--- src/rtl/root_job_dispatcher.sv ---
// root_job_dispatcher
// Front-end for the fixed-point n-th root core. Root requests arrive on a
// valid/ready stream and are queued in a small FIFO. Jobs go to the core one
// at a time, and results come back on a valid/ready response stream together
// with the request tag, the measured latency and an error flag. Degree 0 is
// rejected without starting the core. A watchdog fails jobs that take too long.
//
// Ports:
//   clk, rst_n          clock, synchronous active-low reset
//   req_valid/ready     request handshake (req_ready = !fifo_full)
//   req_radicand        10-bit integer radicand
//   req_degree          3-bit root degree
//   rsp_valid/ready     response handshake
//   rsp_root            Q10.10 result (20'hFFFFF on timeout, 0 on degree 0)
//   rsp_tag             sequence tag of the answered request
//   rsp_err             1 = degree 0 or timeout
//   rsp_cycles          cycles from issue to core completion
//   core_in_valid       one-cycle start pulse to the core
//   core_data_1/2       radicand / degree, held stable while the core works
//   core_out_valid/data core completion pulse and result
module root_job_dispatcher #(
    parameter int DEPTH   = 4,
    parameter int TAG_W   = 4,
    parameter int CNT_W   = 12,
    parameter int TIMEOUT = 1023
) (
    input  logic             clk,
    input  logic             rst_n,
    input  logic             req_valid,
    output logic             req_ready,
    input  logic [9:0]       req_radicand,
    input  logic [2:0]       req_degree,
    output logic             rsp_valid,
    input  logic             rsp_ready,
    output logic [19:0]      rsp_root,
    output logic [TAG_W-1:0] rsp_tag,
    output logic             rsp_err,
    output logic [CNT_W-1:0] rsp_cycles,
    output logic             core_in_valid,
    output logic [9:0]       core_data_1,
    output logic [2:0]       core_data_2,
    input  logic             core_out_valid,
    input  logic [19:0]      core_out_data
);

    localparam int PTR_W = $clog2(DEPTH);
    localparam int ENT_W = 10 + 3 + TAG_W;
    localparam logic [PTR_W:0]   FULL_CNT    = (PTR_W + 1)'(DEPTH);
    localparam logic [CNT_W-1:0] TIMEOUT_CNT = CNT_W'(TIMEOUT);
    localparam logic [CNT_W-1:0] CNT_MAX     = '1;

    typedef enum logic [2:0] {
        ST_IDLE,
        ST_ISSUE,
        ST_WAIT,
        ST_RESP,
        ST_DRAIN
    } state_e;

    state_e            state_q, state_d;

    logic [ENT_W-1:0]  fifo_mem_q [DEPTH];
    logic [ENT_W-1:0]  fifo_mem_d [DEPTH];
    logic [PTR_W-1:0]  wr_ptr_q, wr_ptr_d;
    logic [PTR_W-1:0]  rd_ptr_q, rd_ptr_d;
    logic [PTR_W:0]    count_q, count_d;
    logic [TAG_W-1:0]  tag_q, tag_d;

    logic [9:0]        op_radicand_q, op_radicand_d;
    logic [2:0]        op_degree_q, op_degree_d;
    logic [TAG_W-1:0]  cur_tag_q, cur_tag_d;
    logic [CNT_W-1:0]  cnt_q, cnt_d;
    logic [19:0]       rsp_root_q, rsp_root_d;
    logic              rsp_err_q, rsp_err_d;
    logic [CNT_W-1:0]  rsp_cycles_q, rsp_cycles_d;
    logic              drain_pending_q, drain_pending_d;

    logic              fifo_full, fifo_empty;
    logic              push, pop;
    logic [ENT_W-1:0]  head;
    logic [9:0]        head_radicand;
    logic [2:0]        head_degree;
    logic [TAG_W-1:0]  head_tag;

    assign fifo_full  = (count_q == FULL_CNT);
    assign fifo_empty = (count_q == '0);
    assign push       = req_valid && !fifo_full;
    // The FIFO head is only consumed from IDLE, one job at a time.
    assign pop        = (state_q == ST_IDLE) && !fifo_empty;

    assign head          = fifo_mem_q[rd_ptr_q];
    assign head_radicand = head[ENT_W-1 -: 10];
    assign head_degree   = head[TAG_W +: 3];
    assign head_tag      = head[TAG_W-1:0];

    // FIFO storage, pointers, occupancy and the request tag counter.
    always_comb begin
        fifo_mem_d = fifo_mem_q;
        wr_ptr_d   = wr_ptr_q;
        rd_ptr_d   = rd_ptr_q;
        count_d    = count_q;
        tag_d      = tag_q;
        if (push) begin
            fifo_mem_d[wr_ptr_q] = {req_radicand, req_degree, tag_q};
            wr_ptr_d = wr_ptr_q + PTR_W'(1);
            tag_d    = tag_q + TAG_W'(1);
        end
        if (pop) begin
            rd_ptr_d = rd_ptr_q + PTR_W'(1);
        end
        case ({push, pop})
            2'b10:   count_d = count_q + (PTR_W + 1)'(1);
            2'b01:   count_d = count_q - (PTR_W + 1)'(1);
            default: count_d = count_q;
        endcase
    end

    // Job sequencing: load operands, start the core, collect the result or
    // time out, present the response, and after a timeout swallow the late
    // core completion before the next job may start.
    always_comb begin
        state_d         = state_q;
        op_radicand_d   = op_radicand_q;
        op_degree_d     = op_degree_q;
        cur_tag_d       = cur_tag_q;
        cnt_d           = cnt_q;
        rsp_root_d      = rsp_root_q;
        rsp_err_d       = rsp_err_q;
        rsp_cycles_d    = rsp_cycles_q;
        drain_pending_d = drain_pending_q;

        case (state_q)
            ST_IDLE: begin
                if (!fifo_empty) begin
                    op_radicand_d = head_radicand;
                    op_degree_d   = head_degree;
                    cur_tag_d     = head_tag;
                    if (head_degree == 3'd0) begin
                        rsp_root_d   = 20'h00000;
                        rsp_err_d    = 1'b1;
                        rsp_cycles_d = '0;
                        state_d      = ST_RESP;
                    end else begin
                        state_d = ST_ISSUE;
                    end
                end
            end
            ST_ISSUE: begin
                cnt_d   = CNT_W'(1);
                state_d = ST_WAIT;
            end
            ST_WAIT: begin
                if (cnt_q != CNT_MAX) begin
                    cnt_d = cnt_q + CNT_W'(1);
                end
                if (core_out_valid) begin
                    rsp_root_d   = core_out_data;
                    rsp_err_d    = 1'b0;
                    rsp_cycles_d = cnt_q;
                    state_d      = ST_RESP;
                end else if (cnt_q == TIMEOUT_CNT) begin
                    // The core is still busy; remember to wait for its
                    // completion before issuing anything new.
                    rsp_root_d      = 20'hFFFFF;
                    rsp_err_d       = 1'b1;
                    rsp_cycles_d    = TIMEOUT_CNT;
                    drain_pending_d = 1'b1;
                    state_d         = ST_RESP;
                end
            end
            ST_RESP: begin
                if (core_out_valid && drain_pending_q) begin
                    drain_pending_d = 1'b0;
                end
                if (rsp_ready) begin
                    state_d = drain_pending_d ? ST_DRAIN : ST_IDLE;
                end
            end
            ST_DRAIN: begin
                if (core_out_valid) begin
                    drain_pending_d = 1'b0;
                    state_d         = ST_IDLE;
                end
            end
            default: begin
                state_d = ST_IDLE;
            end
        endcase
    end

    // FIFO payload needs no reset; only the pointers define its contents.
    always_ff @(posedge clk) begin
        fifo_mem_q <= fifo_mem_d;
    end

    always_ff @(posedge clk) begin
        if (!rst_n) begin
            state_q         <= ST_IDLE;
            wr_ptr_q        <= '0;
            rd_ptr_q        <= '0;
            count_q         <= '0;
            tag_q           <= '0;
            op_radicand_q   <= '0;
            op_degree_q     <= '0;
            cur_tag_q       <= '0;
            cnt_q           <= '0;
            rsp_root_q      <= '0;
            rsp_err_q       <= 1'b0;
            rsp_cycles_q    <= '0;
            drain_pending_q <= 1'b0;
        end else begin
            state_q         <= state_d;
            wr_ptr_q        <= wr_ptr_d;
            rd_ptr_q        <= rd_ptr_d;
            count_q         <= count_d;
            tag_q           <= tag_d;
            op_radicand_q   <= op_radicand_d;
            op_degree_q     <= op_degree_d;
            cur_tag_q       <= cur_tag_d;
            cnt_q           <= cnt_d;
            rsp_root_q      <= rsp_root_d;
            rsp_err_q       <= rsp_err_d;
            rsp_cycles_q    <= rsp_cycles_d;
            drain_pending_q <= drain_pending_d;
        end
    end

    assign req_ready     = !fifo_full;
    assign rsp_valid     = (state_q == ST_RESP);
    assign rsp_root      = rsp_root_q;
    assign rsp_tag       = cur_tag_q;
    assign rsp_err       = rsp_err_q;
    assign rsp_cycles    = rsp_cycles_q;
    assign core_in_valid = (state_q == ST_ISSUE);
    assign core_data_1   = op_radicand_q;
    assign core_data_2   = op_degree_q;

endmodule

--- config.mk ---
export PLATFORM = sky130hd
export DESIGN_NAME = root_job_dispatcher
export DESIGN_NICKNAME = d
export VERILOG_FILES = /design/src/rtl/root_job_dispatcher.sv
export SDC_FILE = /design/constraint.sdc
export NUM_CORES = 1
export LEC_CHECK = 0
export CAP_MARGIN = 20
export CELL_PAD_IN_SITES_DETAIL_PLACEMENT = 0
export CELL_PAD_IN_SITES_GLOBAL_PLACEMENT = 1
export CORE_ASPECT_RATIO = 0.5
export CORE_MARGIN = 5
export CORE_UTILIZATION = 43
export CTS_CLUSTER_SIZE = 28
export DETAILED_ROUTE_END_ITERATION = 7
export PLACE_DENSITY = 0.8
export SLEW_MARGIN = 25
export SYNTH_ARGS = -nofsm -noshare
export SYNTH_HDL_FRONTEND = slang
export SYNTH_SLANG_ARGS = --single-unit
--- constraint.sdc ---
create_clock -name clk -period 2.96 [get_ports clk]
set_input_delay 0.74 -clock clk [delete_from_list [all_inputs] [get_ports clk]]
set_output_delay 0.74 -clock clk [all_outputs]
set_load 0.02 [all_outputs]
# [After elaboration in Yosys (flattened, before gate mapping)]
# Index checks and enable logic that the tools add are counted.
[word_totals] regBits=145 latch_bits=0 ram_bits=0 romBits=0 input_bits=38 out_inout_bits=53 elab_cells=101 n_memories=0
[classes] addsub=6 mul=0 div=0 n_lt_le_gt_ge=3 n_eq_ne=17 n_shift=0 muxes=37 bitwise=3 reduce_logical=18
[ops] operator="$mux W20" n=4
[ops] operator="$bwmux W68" n=1
[ops] operator="$mux W12" n=5
[ops] operator="$mux W17" n=3
[ops] operator="$pmux W12 S2" n=2
[ops] operator="$pmux W20 S2" n=1
[ops] operator="$bmux W17 S2" n=1
[ops] operator="$demux W17 S2" n=1
[ops] operator="$mux W3" n=6
[ops] operator="$pmux W3 S5" n=1
[ops] operator="$add A12 B1 Y12 const B" n=1
[ops] operator="$eq A12 B10 Y1 const B" n=1
[ops] operator="$ne A12 B12 Y1 const B" n=1
[ops] operator="$reduce_and A4 Y1" n=3
[ops] operator="$ne A2 B2 Y1 const B" n=5
[ops] operator="$logic_not A3 Y1" n=3
[ops] operator="$mux W1" n=8
[ops] operator="$eq A3 B2 Y1 const B" n=2
[ops] operator="$eq A3 B3 Y1 const B" n=2
[ops] operator="$ge A3 B3 Y1 const B" n=2
[ops] operator="$not A2 Y3" n=2
[ops] operator="$pmux W3 S2" n=1
[ops] operator="$reduce_bool A2 Y1" n=3
[ops] operator="$add A2 B1 Y2 const B" n=2
[ops] operator="other kinds (17)" n=23

# [Logic depth before layout (Yosys ltp)]
# Gate-level depths: netlist (run 1).
[logic_depth] depth_word=8 mapped_depth=11 mapped_depth_nobuf=9

# [Least setup slack after synthesis (run 1)]
# Ideal clock, no wire load.
[synth_path] path_kind="reg-to-reg" from="reg state_q[2]" to="reg count_q[2]" setup_time_ns=0.071 arrival_ns=2.597 required_ns=2.889 setup_slack_ns=0.293 stages_incl_launch_ff=12 period_less_slack_ns=2.667 cell_sequence="dfxtp_1 -> clkbuf_1 -> nor3_1 -> nand2_1 -> clkinv_1 -> clkbuf_1 -> ha_1 -> inv_1 -> fa_1 -> xor2_1 -> or3_1 -> a21oi_1"
[synth_between] elab_chain_cells=4 word_cells_on_any_way=6
[synth_rtl] item="start, declared" line="60" rtl="state_e state_q, state_d;"
[synth_rtl] item="start signal, assigned" line="212" rtl="state_q <= state_d;"
[synth_rtl] item="$logic_not A3 Y1 *" line="89" rtl="assign pop = (state_q == ST_IDLE) && !fifo_empty;"
[synth_rtl] item="$logic_and A1 B1 Y1 *" line="89"
[synth_rtl] item="named net pop" line="79" rtl="logic push, pop;"
[synth_rtl] item="$eq A2 B1 Y1 / $eq A2 B2 Y1 (equally long branches)" line="111" rtl="case ({push, pop})"
[synth_rtl] item="$pmux W3 S2 / $reduce_bool A2 Y1 (equally long branches)"
[synth_rtl] item="end signal, assigned" line="215" rtl="count_q <= count_d;"
[synth_rtl] item="end, declared" line="66" rtl="logic [PTR_W:0] count_q, count_d;"
# Mark *: on every way through the listed nets, which the timed path passes. The rest lies on a longest branch.
# A chain may end at the register's enable or synchronous reset.

# [Worst setup path in the final report (run 1)]
[layout_path] from="reg state_q[1]" to="out rsp_valid"
[layout_between] elab_chain_cells=1
[layout_rtl] item="$eq A3 B2 Y1" line="229" rtl="assign rsp_valid = (state_q == ST_RESP);"
[layout_rtl] item="end, declared" line="33" rtl="output logic rsp_valid,"
# No other way between the ends.

==> results of run 1 <==
state kept, by name, indices dropped and copies added (netlist names), 2 cells and up:
register     count
cnt_q           12
core_data_1     10
core_data_2      3
count_q          3
fifo_mem_q      68
rd_ptr_q         2
rsp_cycles      12
rsp_root        20
rsp_tag          4
state_q          3
tag_q            4
wr_ptr_q         2
worst min-delay path by stage:
stage | endpoint | cells after the start | slack, ns | startpoint
finish | rsp_root[13]$_SDFFE_PN0P_ | 1 | 0.45 | rsp_root[13]$_SDFFE_PN0P_
global route | rsp_root[4]$_SDFFE_PN0P_ | 1 | 0.47 | rsp_root[4]$_SDFFE_PN0P_
CTS | rsp_cycles[5]$_SDFFE_PN0P_ | 1 | 0.46 | rsp_cycles[5]$_SDFFE_PN0P_
detailed placement | rsp_root[15]$_SDFFE_PN0P_ | 1 | 0.44 | rsp_root[15]$_SDFFE_PN0P_
global placement | rsp_root[18]$_SDFFE_PN0P_ | 1 | 0.43 | rsp_root[18]$_SDFFE_PN0P_
floorplan | drain_pending_q$_SDFFE_PN0P_ | 2 | 0.45 | drain_pending_q$_SDFFE_PN0P_
cell usage in the layout (no fill, tap or decap), drive strengths merged, types with 12 or more instances in the layout:
cell type | synthesis | routed
mux4 | 17 | 17
dfxtp | 77 | 77
a21o | 29 | 29
inv | 12 | 20
buf | 8 | 17
clkbuf | 24 | 17
nand3 | 12 | 12
nand2 | 78 | 78
clkdlybuf4s50 | 0 | 90
edfxtp | 68 | 68
a21boi | 15 | 15
a21oi | 44 | 44
area by class of cell:
| class | count | share of cell area |
|---|---|---|
| Sequential cell | 145 | 0.472 |
| Multi-Input combinational cell | 300 | 0.277 |
| Timing Repair Buffer | 107 | 0.137 |
| Clock buffer | 17 | 0.0560 |
| Tap cell | 176 | 0.0290 |
| Clock inverter | 15 | 0.0232 |
| Inverter | 13 | 0.00642 |
synthesized netlist by cell type, types with 2 or more instances:
| cell type | instances |
|---|---|
| edfxtp_1 | 68 |
| a22oi_1 | 2 |
| buf_2 | 2 |
| nor3_1 | 7 |
| nand4_1 | 5 |
| nor2b_1 | 2 |
| xnor2_1 | 6 |
| mux4_1 | 3 |
| or3_1 | 5 |
| a31oi_1 | 2 |
| a21o_1 | 29 |
| mux2i_1 | 4 |
| clkbuf_1 | 24 |
| and3_1 | 6 |
| or4_1 | 5 |
| nor3b_2 | 2 |
| o21ai_0 | 6 |
| ha_1 | 7 |
| a21oi_1 | 44 |
| a21boi_0 | 15 |
| o31ai_1 | 4 |
| a32oi_1 | 2 |
| and2_1 | 7 |
| o41ai_1 | 2 |
| dfxtp_1 | 77 |
| nand2b_1 | 5 |
| buf_6 | 4 |
| nand2_1 | 78 |
| xor2_1 | 3 |
| nand3_1 | 12 |
| nor2_1 | 7 |
| inv_1 | 12 |
| mux4_2 | 14 |
| buf_1 | 2 |
cells by family after synthesis:
kind of cell,share of synthesized area
and+or+nand+nor,0.121
buffers and inverters,0.0342
xor gates and xnor gates,0.0134
AOI/OAI and AO/OA,0.131
adders and majority gates,0.0183
muxes,0.0737
DFF,0.608
power breakdown:
part           switching [mW]  leakage, nW  internal [mW]  total (mW)
sequential              0.193         1.25           2.43        2.62
clock                   0.891        0.297           1.27        2.17
combinational           0.966         1.32          0.796        1.76
total                    2.05         2.87           4.50        6.55
metal layers:
layer / up-vias / part of all wire
li1: 1985 / -
met1: 1919 / 0.47
met2: 101 / 0.47
met3: 6 / 0.049
met4: 0 / 0.0052
met5: - / 0
through the flow:
step / total power, mW / cell area, sq um / cells / setup WS [ns] / util
after floorplan: 3.76 / 5890 / 490 / 0.293 / -
after global placement: 4.43 / 7000 / 741 / 0.467 / 0.519
after detailed placement: 4.45 / 7000 / 741 / 0.413 / 0.519
after CTS: 6.63 / 7600 / 773 / 0.248 / 0.564
after global routing: 6.90 / 7600 / 773 / 0.125 / 0.564
final: 6.55 / 7600 / 773 / 0.253 / 0.564
==> flow_metrics.py, run 1 <==
metrics = {
    "worst_setup_path": {
        "endpoint": "rsp_valid",
        "startpoint": "state_q[1]$_SDFFE_PN0P_",
        "crit_type": "reg2out",
        "cp_max_fo": 10,
        "path_cells": "nand2b_1 > nor2_1 > clkdlybuf4s50_1",
        "r2r_end": "rsp_cycles[3]$_SDFFE_PN0P_",
        "end_kind": "primary output",
        "reg2reg_from": "rd_ptr_q[0]$_SDFFE_PN0P_",
        "path_depth": 3,
        "critical_path_arrival_ns": 1.97,
        "crit_slowest_cell": "clkdlybuf4s50_1",
        "critical_path.startpoint_type": "register",
        "crit_buf_inv": 1,
        "cp.required_ns": 2.22,
        "ff2ff_setup_slack_ns": 0.56,
        "max_stage_delay_ns": 0.67,
        "reg2regPathDepth": 4,
        "cpLargestDelayFamily": "buffers and inverters",
    },
    "floorplan": {
        "fp-row-count": 30,
        "die-area_sq_um": 16300,
        "io_pins": 91,
        "start_util": 0.437,
        "chipHeight_um": 92.8,
        "die_w_um": 176,
        "coreArea_sq_um": 13500,
    },
    "clocking": {
        "clkTransAtPathRegs_ns": 0.06,
        "cts_buffers": 17,
        "h-tree-depth": 4,
        "root_buffer": "clkbuf_16",
        "post_cts.repair.setup_buffers": 0,
        "cts_resized": 0,
        "clock_sinks": 145,
        "cts_buffer_depth": 2,
        "clk_latency_ns": 0.41,
        "cts_tree": "built",
        "postCtsHoldBufs": 0,
    },
    "global_route": {
        "grt_use_met3": 0.0400,
        "grt_use_total": 0.159,
        "grt_overflow": 0,
        "grt.busiest_layer": "met2",
        "antenna_found_initial": 0,
        "grt_max_degree": 38,
        "grt_pass1_vias": 3950,
        "use_met2": 0.260,
        "use_met1": 0.216,
        "grt_pass1_wl_mm": 20.7,
    },
    "timing": {
        "skew_ns": 0.0108,
        "rsz0062_at_grt": "false",
        "finalSetupViolations": 0,
        "max_freq_ghz": 0.369,
        "finalCriticalPeriod_ns": 2.71,
        "slew_viol_final": 0,
        "timing.setup.tns_ns": 0,
        "fin_crit_sh": 0.915,
        "whs_ns": 0.452,
        "finalHoldViolCount": 0,
        "max_slew_margin": 0.559,
        "worst_pin_slew_ns": 0.658,
    },
    "run_status": {
        "status": "finished, final reports clean",
    },
    "layout": {
        "final_nets": 630,
        "regArea_sq_um": 3580,
        "multiInputGateArea_sq_um": 2100,
        "fillers": 1120,
        "antenna_cells": 0,
        "synthToLayoutAreaGrowth_pct": 29.0,
        "drive_above_1_share": 0.117,
    },
    "power_and_ir_drop": {
        "peakVddDrop_mv": 0.372,
        "p_per_area_nw_per_um2": 862,
        "p_leak_nw": 2.87,
    },
    "synth": {
        "synth_ff_type": "dfxtp_1",
        "yosysWarnings": 0,
        "synthTopCellsByArea": "edfxtp_1 35%, dfxtp_1 26%, mux4_2 5.4%, nand2_1 5.0%, a21oi_1 3.7%",
        "synth.ff_latch_count": 145,
        "synthArstFlopShare": 0,
        "postSynthAreaPerCell_sq_um": 12.0,
        "yosysUniqueCellTypes": 51,
        "yosys.area.top_type": "edfxtp_1",
        "synth_top_area_share": 0.347,
        "synth-edff-count": 68,
        "yosysSeqAreaShare": 0.608,
        "synth_area_sq_um": 5890,
        "netlist_instances": 490,
        "syn_nets": 536,
    },
    "detailed_routing": {
        "routed_wl_mm": 12.6,
        "vias": 4011,
        "firstDrtPassIters": 6,
        "wire_per_inst_um": 16.4,
        "avgViaCountPerCell": 5.19,
        "drtIter0Drc": 232,
        "drc_errors": 0,
        "antenna_left": 0,
    },
    "placement": {
        "place.gp.congestion": 0.768,
        "dp_hpwl_mm": 8.02,
        "numPortBuffers": 90,
    },
    "flow_run": {
        "drv_cap": 0,
    },
    "hold_path": {
        "hold_class": "reg2reg",
    },
}
Power figures use the tool's default switching activity.
==> inputs of run 2 (changes only) <==
--- a/config.mk
+++ b/config.mk
@@ -14,6 +14,7 @@
 export CTS_CLUSTER_SIZE = 28
 export DETAILED_ROUTE_END_ITERATION = 7
 export PLACE_DENSITY = 0.8
+export SKIP_CTS_REPAIR_TIMING = 1
 export SLEW_MARGIN = 25
 export SYNTH_ARGS = -nofsm -noshare
 export SYNTH_HDL_FRONTEND = slang
==> results of run 2 <==
The final DEF is identical to that of run 1; final timing and power are the same.
==> inputs of run 3 (changes only) <==
--- a/config.mk
+++ b/config.mk
@@ -13,6 +13,7 @@
 export CORE_UTILIZATION = 43
 export CTS_CLUSTER_SIZE = 28
 export DETAILED_ROUTE_END_ITERATION = 7
+export GPL_ROUTABILITY_DRIVEN = 0
 export PLACE_DENSITY = 0.8
 export SKIP_CTS_REPAIR_TIMING = 1
 export SLEW_MARGIN = 25
==> constraint.sdc (replaced) <==
create_clock -name clk -period 2.96 [get_ports clk]
set_input_delay 0.74 -clock clk [delete_from_list [all_inputs] [get_ports clk]]
set_output_delay 0.74 -clock clk [all_outputs]
set_load 0.01 [all_outputs]
==> run 3 against run 2 <==
Combinational power shrank 7%. Clock skew grew 0.0023 ns. Fmax grew 2.6%. Utilization shrank 0.25 points. Total power shrank 3.2%. Via count grew 0.62%. Sequential share of layout area grew 0.21 points. Critical path type unchanged. Final area shrank 0.44%. Die area is the same.
==> flow_metrics.py, run 3 (synthesized netlist as in run 1, its figures left out) <==
metrics = {
    "worst_setup_path": {
        "cpLargestDelayFamily": "buffers and inverters",
        "path_cells": "nand2b_1 > nor2_1 > clkdlybuf4s50_1",
        "cp_max_fo": 10,
        "reg2regPathDepth": 4,
        "r2r_end": "rsp_root[14]$_SDFFE_PN0P_",
        "crit_type": "reg2out",
        "crit_buf_inv": 1,
        "startpoint": "state_q[1]$_SDFFE_PN0P_",
        "reg2reg_from": "rd_ptr_q[0]$_SDFFE_PN0P_",
        "max_stage_delay_ns": 0.60,
        "critical_path.startpoint_type": "register",
        "end_kind": "primary output",
        "cp.required_ns": 2.22,
        "path_depth": 3,
        "endpoint": "rsp_valid",
        "crit_slowest_cell": "clkdlybuf4s50_1",
        "critical_path_arrival_ns": 1.90,
        "ff2ff_setup_slack_ns": 0.55,
    },
    "clocking": {
        "clk_latency_ns": 0.41,
        "cts_buffer_depth": 2,
        "cts_buffers": 17,
        "clock_sinks": 145,
        "root_buffer": "clkbuf_16",
        "h-tree-depth": 4,
        "cts_tree": "built",
        "clkTransAtPathRegs_ns": 0.06,
    },
    "timing": {
        "fin_crit_sh": 0.892,
        "finalHoldViolCount": 0,
        "max_freq_ghz": 0.379,
        "rsz0062_at_grt": "false",
        "finalSetupViolations": 0,
        "slew_viol_final": 0,
        "finalCriticalPeriod_ns": 2.64,
        "worst_pin_slew_ns": 0.687,
        "skew_ns": 0.0132,
        "max_slew_margin": 0.542,
        "timing.setup.tns_ns": 0,
    },
    "power_and_ir_drop": {
        "p_leak_nw": 2.86,
        "peakVddDrop_mv": 0.463,
        "fin_total_pwr_mw": 6.34,
        "p_per_area_nw_per_um2": 838,
    },
    "run_status": {
        "status": "finished, final reports clean",
    },
    "floorplan": {
        "io_pins": 91,
        "coreArea_sq_um": 13500,
        "start_util": 0.437,
        "die-area_sq_um": 16300,
        "die_w_um": 176,
        "fp-row-count": 30,
        "chipHeight_um": 92.8,
    },
    "global_route": {
        "grt_pass1_wl_mm": 20.9,
        "antenna_found_initial": 0,
        "grt_overflow": 0,
        "grt_pass1_vias": 3866,
        "grt_max_degree": 38,
        "grt_use_total": 0.163,
    },
    "detailed_routing": {
        "drc_errors": 0,
        "drtIter0Drc": 209,
        "antenna_left": 0,
        "firstDrtPassIters": 4,
        "routed_wl_mm": 12.9,
        "avgViaCountPerCell": 5.21,
        "wire_per_inst_um": 16.7,
        "vias": 4036,
    },
    "layout": {
        "largest_reg_flops": 68,
        "layout_common_cells": "90 x clkdlybuf4s50_1, 78 x nand2_1, 77 x dfxtp_1",
        "top_register": "fifo_mem_q",
        "final_common_cell": "clkdlybuf4s50_1",
        "antenna_cells": 0,
        "drive_above_1_share": 0.119,
        "final_nets": 631,
        "synthToLayoutAreaGrowth_pct": 28.5,
    },
    "placement": {
        "dp_hpwl_mm": 8.32,
        "numPortBuffers": 90,
    },
    "hold_path": {
        "hold_class": "reg2reg",
    },
    "flow_run": {
        "drv_cap": 0,
    },
}
==> run 3: worst reg2reg max path, stage by stage (launching register included) <==
cell	delay, ns
dfxtp_1	0.57
mux4_2	0.58
or3_4	0.44
a32o_2	0.44
a21o_1	0.27
==> run 3: per-stage QoR <==
step	hold WS [ns]	cell area [sq um]	util	std cells	setup slack (ns)
after floorplan	0.448	5890	-	490	0.293
after global placement	0.432	6990	0.519	742	0.461
after detailed placement	0.438	6990	0.519	742	0.408
after CTS	0.453	7570	0.561	774	0.304
after global routing	0.468	7570	0.561	774	0.162
final	0.448	7570	0.561	774	0.321
==> run 3: worst min path at each step <==
| stage | from | endpoint | slack (ns) | depth (start not counted) |
|---|---|---|---|---|
| detailed placement | rsp_root[1]$_SDFFE_PN0P_ | rsp_root[1]$_SDFFE_PN0P_ | 0.44 | 1 |
| floorplan | drain_pending_q$_SDFFE_PN0P_ | drain_pending_q$_SDFFE_PN0P_ | 0.45 | 2 |
| global route | rsp_root[1]$_SDFFE_PN0P_ | rsp_root[1]$_SDFFE_PN0P_ | 0.47 | 1 |
| finish | rsp_root[2]$_SDFFE_PN0P_ | rsp_root[2]$_SDFFE_PN0P_ | 0.45 | 1 |
| CTS | rsp_root[19]$_SDFFE_PN0P_ | rsp_root[19]$_SDFFE_PN0P_ | 0.45 | 1 |
| global placement | rsp_root[18]$_SDFFE_PN0P_ | rsp_root[18]$_SDFFE_PN0P_ | 0.43 | 1 |
==> run 3: layout make-up <==
| class | instances | area, sq um |
|---|---|---|
| Fill cell | 1110 | 5910 |
| Sequential cell | 145 | 3580 |
| Multi-Input combinational cell | 300 | 2100 |
| Timing Repair Buffer | 108 | 1040 |
| Clock buffer | 17 | 425 |
| Tap cell | 176 | 220 |
| Clock inverter | 15 | 148 |
| Inverter | 13 | 48.8 |
==> run 3: layer usage <==
layer	global-route usage	wire length, um	vias to the layer above
li1	-	-	1992
met1	0.214	5880	1941
met2	0.271	6390	94
met3	0.0412	570	9
met4	0.0428	74	0
met5	0	0	-
==> run 3: power breakdown <==
| part | total, mW | internal, mW | switching (mW) |
|---|---|---|---|
| sequential | 2.63 | 2.43 | 0.200 |
| combinational | 1.64 | 0.792 | 0.845 |
| clock | 2.07 | 1.18 | 0.889 |
